$ cat config.mk
export PLATFORM = sky130hd
export DESIGN_NAME = dna_revcomp_stream
export DESIGN_NICKNAME = d
export VERILOG_FILES = /design/src/rtl/dna_revcomp_stream.sv
export SDC_FILE = /design/constraint.sdc
export NUM_CORES = 1
export LEC_CHECK = 0
export CAP_MARGIN = 15
export CELL_PAD_IN_SITES_DETAIL_PLACEMENT = 0
export CELL_PAD_IN_SITES_GLOBAL_PLACEMENT = 1
export CORE_MARGIN = 10
export CORE_UTILIZATION = 55
export CTS_CLUSTER_SIZE = 14
export DETAILED_ROUTE_END_ITERATION = 8
export PLACE_DENSITY = 0.86
export SYNTH_ARGS = -nofsm -noshare
export SYNTH_HDL_FRONTEND = slang
export SYNTH_SLANG_ARGS = --single-unit
$ cat constraint.sdc
create_clock -name clk -period 4.8 [get_ports clk]
set_input_delay 0.72 -clock clk [delete_from_list [all_inputs] [get_ports clk]]
set_output_delay 0.72 -clock clk [all_outputs]
set_load 0.005 [all_outputs]
$ cat src/rtl/dna_revcomp_stream.sv
// Store-and-forward DNA word buffer with per-sequence replay transform.
// Modes: pass, complement, reverse, reverse-complement.
module dna_revcomp_stream #(
    parameter int N     = 4,
    parameter int DEPTH = 16
) (
    input  logic                       clk,
    input  logic                       rst,
    input  logic [1:0]                 mode,
    input  logic                       in_valid,
    output logic                       in_ready,
    input  logic [2*N-1:0]             in_data,
    input  logic                       in_last,
    output logic                       out_valid,
    input  logic                       out_ready,
    output logic [2*N-1:0]             out_data,
    output logic                       out_last,
    output logic [$clog2(DEPTH+1)-1:0] seq_len,
    output logic                       ovf,
    output logic                       busy
);

    localparam int W  = 2 * N;
    localparam int LW = $clog2(DEPTH + 1);
    localparam int PW = $clog2(DEPTH);

    typedef enum logic [1:0] {
        S_IDLE,
        S_FILL,
        S_DRAIN
    } state_e;

    state_e         state_q, state_d;
    logic [1:0]     mode_q, mode_d;
    logic [LW-1:0]  len_q, len_d;
    logic [LW-1:0]  rem_q, rem_d;
    logic [PW-1:0]  rd_q, rd_d;
    logic           ov_q, ov_d;
    logic [W-1:0]   od_q, od_d;
    logic           ol_q, ol_d;
    logic           ovf_q, ovf_d;
    logic [W-1:0]   mem [DEPTH];
    logic           mem_we;
    logic           acc, oxfer, close;
    logic [1:0]     mode_eff;
    logic [W-1:0]   first_w;

    function automatic logic [W-1:0] xform(
        input logic [W-1:0] w,
        input logic [1:0]   m
    );
        logic [W-1:0] r;
        r = w;
        if (m[1]) begin
            for (int i = 0; i < N; i++) begin
                r[2*i +: 2] = w[2*(N-1-i) +: 2];
            end
        end
        if (m[0]) begin
            for (int i = 0; i < N; i++) begin
                r[2*i] = ~r[2*i];
            end
        end
        return r;
    endfunction

    assign in_ready  = !rst && (state_q != S_DRAIN);
    assign acc       = in_valid && in_ready;
    assign oxfer     = ov_q && out_ready;
    assign mode_eff  = (state_q == S_IDLE) ? mode : mode_q;

    always_comb begin
        state_d = state_q;
        mode_d  = mode_q;
        len_d   = len_q;
        rem_d   = rem_q;
        rd_d    = rd_q;
        ov_d    = ov_q;
        od_d    = od_q;
        ol_d    = ol_q;
        ovf_d   = 1'b0;
        mem_we  = 1'b0;
        close   = 1'b0;
        first_w = in_data;
        unique case (state_q)
            S_IDLE: begin
                if (acc) begin
                    mem_we  = 1'b1;
                    mode_d  = mode;
                    len_d   = LW'(1);
                    close   = in_last;
                    state_d = in_last ? S_DRAIN : S_FILL;
                end
            end
            S_FILL: begin
                if (acc) begin
                    mem_we = 1'b1;
                    len_d  = len_q + LW'(1);
                    if (in_last) begin
                        close = 1'b1;
                    end else if (len_q == LW'(DEPTH - 1)) begin
                        close = 1'b1;
                        ovf_d = 1'b1;
                    end
                end
            end
            S_DRAIN: begin
                if (oxfer) begin
                    if (rem_q == '0) begin
                        ov_d    = 1'b0;
                        ol_d    = 1'b0;
                        od_d    = '0;
                        len_d   = '0;
                        state_d = S_IDLE;
                    end else begin
                        od_d  = xform(mem[rd_q], mode_q);
                        ol_d  = (rem_q == LW'(1));
                        rem_d = rem_q - LW'(1);
                        rd_d  = mode_q[1] ? rd_q - PW'(1)
                                          : rd_q + PW'(1);
                    end
                end
            end
            default: state_d = S_IDLE;
        endcase
        // Closing beat: its word may be the first replayed, so bypass mem.
        if (close) begin
            state_d = S_DRAIN;
            ov_d    = 1'b1;
            ol_d    = (len_q == '0);
            rem_d   = len_q;
            if (!mode_eff[1] && state_q != S_IDLE) begin
                first_w = mem[0];
            end
            od_d = xform(first_w, mode_eff);
            rd_d = mode_eff[1] ? PW'(len_q - LW'(1)) : PW'(1);
        end
    end

    always_ff @(posedge clk or posedge rst) begin
        if (rst) begin
            state_q <= S_IDLE;
            mode_q  <= '0;
            len_q   <= '0;
            rem_q   <= '0;
            rd_q    <= '0;
            ov_q    <= 1'b0;
            od_q    <= '0;
            ol_q    <= 1'b0;
            ovf_q   <= 1'b0;
        end else begin
            state_q <= state_d;
            mode_q  <= mode_d;
            len_q   <= len_d;
            rem_q   <= rem_d;
            rd_q    <= rd_d;
            ov_q    <= ov_d;
            od_q    <= od_d;
            ol_q    <= ol_d;
            ovf_q   <= ovf_d;
        end
    end

    always_ff @(posedge clk) begin
        if (mem_we) begin
            mem[len_q[PW-1:0]] <= in_data;
        end
    end

    assign out_valid = ov_q;
    assign out_data  = od_q;
    assign out_last  = ol_q;
    assign seq_len   = len_q;
    assign ovf       = ovf_q;
    assign busy      = (state_q != S_IDLE);

endmodule

==> results.json <==
{
  "synthTopCellsByArea": "edfxtp_1, dfrtp_1, mux4_2",
  "wl_um": 15900,
  "synthesis.instances": 481,
  "ff_latch_area_sq_um": 4570,
  "async_flop_share_pct": 18.5,
  "switching_share_pct": 34.3,
  "final_hold_viol_count": 0,
  "htree_levels": 4,
  "wl_per_cell_um": 22.7,
  "hold_ws_ps": 487,
  "grt_overflow": 0,
  "critPathArrivalTime_ps": 3790,
  "routed_via_density": 6.01,
  "intPower_mw": 3.09,
  "grt_pass1_wl_um": 24900,
  "path_clk_slew_ps": 70,
  "drv_cap": 0,
  "drt_iter0_drc": 446,
  "power_frac_seq_pct": 37.8,
  "ant_nets": 0,
  "synth_cell_types": 54,
  "avgSynthCellArea_sq_um": 15.2,
  "cp-start-kind": "flop",
  "vias": 4213,
  "p_sw_mw": 1.61,
  "core-area_sq_um": 13100,
  "first_global_vias": 4216,
  "cts_setup_buffers": 0,
  "area_growth_syn_to_layout_pct": 13.5,
  "detail_route.first_pass.iterations": 5,
  "critical_path_class": "reg2reg",
  "min_path_type": "reg2reg",
  "dp_hpwl_um": 10800,
  "drive_gt1_share_pct": 16.6,
  "yosysMostFrequentCell": "edfxtp_1",
  "numCtsBuffers": 17,
  "period_share_pct": 73.1,
  "cts.sinks": 157,
  "critPathMaxFanout": 20,
  "rows": 42,
  "fin_tns_setup_ps": 0,
  "cts_hold_buffers": 0,
  "multiInputGateArea_sq_um": 2500,
  "power.total_mw": 4.70,
  "grtUsageTotal_pct": 18.1,
  "synth_commonest_cells": "edfxtp_1, mux2i_1, mux4_2",
  "finClkSkew_ps": 8.03,
  "synth-edff-count": 128,
  "synth_top_area_share_pct": 52.4,
  "fin_nets": 543,
  "seq_area_frac_synth_pct": 62.3,
  "place_area_sq_um": 7700,
  "utilization_pct": 63.3,
  "synth_warnings": 0,
  "rsz0062_at_grt": "no",
  "clockBufferDepth": 2,
  "syn-num-nets": 512,
  "powerDensity_nw_per_um2": 565,
  "clock_latency_ps": 430,
  "placement.io_buffers": 32,
  "cts-root-buf": "clkbuf_16",
  "run_status": "complete, no violations",
  "post_cts_resized": 0,
  "p_comb_share_pct": 34.0,
  "finalCriticalPeriod_ps": 3510,
  "fmaxAchievable_ghz": 0.285,
  "ys.flop_type": "edfxtp_1",
  "die_area_sq_um": 18400,
  "cp.required_ps": 5090,
  "antenna_found_initial": 0,
  "fillers": 958,
  "cts_tree": "built",
  "p_leak_nw": 2.91,
  "drc": 0,
  "drv_slew": 0,
  "setup_viol": 0,
  "grt_max_degree": 30,
  "ir_drop_mv": 0.311,
  "fp.dieW_um": 135,
  "start_util_pct": 55.8,
  "n_antenna_cell": 0,
  "clkPwrFrac_pct": 28.2,
  "crit_path_end_kind": "flop",
  "ys_ff_latch": 157,
  "worst_pin_slew_ps": 853,
  "syn_area_sq_um": 7330,
  "io_pins": 33,
  "slew_headroom_pct": 43.1,
  "gp_congestion": 0.831,
  "final_area_sq_um": 8320,
  "die_h_um": 135,
  "synth_top_area_cell": "edfxtp_1"
}
## worst max-delay path, stage by stage (launching register included)
cell,delay (ps)
dfrtp_1,470
ha_1,340
and3_1,240
ha_1,220
a21oi_1,490
nor3_2,100
buf_4,220
o21bai_2,630
nand2b_1,380
o21ai_1,100
o21bai_1,180
## power groups by stage
stage	combinational [mW]	clock [mW]	sequential [mW]
finish	1.60	1.33	1.78
CTS	1.56	1.34	1.80
detailed placement	1.54	0	1.82
global placement	1.52	0	1.81
floorplan	1.26	0	1.69
global route	1.75	1.40	1.80
## through the flow
stage                     worst slack, ps  cells
after floorplan                      2270    481
after global placement               1500    667
after detailed placement             1350    667
after CTS                            1320    699
after global routing                  991    701
final                                1290    701
## sequential cells by signal (all words and copies together), names as in the netlist
signal and count:
mem 128, mode_q 2, out_data 8, out_last 1, out_valid 1, ovf 1, rd_q 4, rem_q 5
seq_len 5, state_q 2
## logic make-up after synthesis
group                    share of synthesized area (%)
AND/OR/NAND/NOR                                   7.05
XOR/XNOR                                          1.43
adder cells (fa/ha/maj)                           2.83
multiplexers                                      15.1
AO/OA/AOI/OAI                                     7.73
buffers and inverters                             3.53
flip-flops                                        62.3
## path summary, 6_finish.rpt
kind | startpoint | cells past startpoint | slack [ps] | endpoint
worst max-delay path | seq_len[1]$_DFFE_PP0P_ | 10 | 1290 | rd_q[0]$_DFFE_PP0P_
worst min-delay path | out_last$_DFFE_PP0P_ | 1 | 490 | out_last$_DFFE_PP0P_
worst max register to register | seq_len[1]$_DFFE_PP0P_ | 10 | 1290 | rd_q[0]$_DFFE_PP0P_
worst min register to register | out_last$_DFFE_PP0P_ | 1 | 490 | out_last$_DFFE_PP0P_
max in group asynchronous | rst | 3 | 3480 | seq_len[1]$_DFFE_PP0P_
min in group asynchronous | rst | 2 | 780 | rd_q[2]$_DFFE_PP0P_
## placed cells by master, fill, tap and decap left out, types with 5 or more instances in the layout
cell type        count
edfxtp_1           128
mux4_2              32
mux2i_1             32
clkdlybuf4s50_1     32
dfrtp_1             28
a21oi_1             24
nand2_1             24
o21ai_0             24
nor2_1              17
clkbuf_16           17
and2_1              16
ha_1                15
nor3_1              13
inv_1               11
a211oi_1             8
xor2_1               8
nand2b_1             6
mux2_2               6
nor2b_1              6
a2111oi_0            5
buf_4                5
## routing by layer
layer | track usage [%] | routed length, um
met1 | 24.0 | 7000
met2 | 28.5 | 7710
met3 | 4.23 | 934
met4 | 6.40 | 237
met5 | 0 | 0
## cell type report
class	instances	area share, %
sequential	157	54.9
multi-input combinational	285	30.1
clock buffer	17	5.11
timing repair buffer	39	4.81
tap	176	2.65
clock inverter	15	1.86
inverter	12	0.541
No activity file was read; power rests on OpenSTA's default activity.
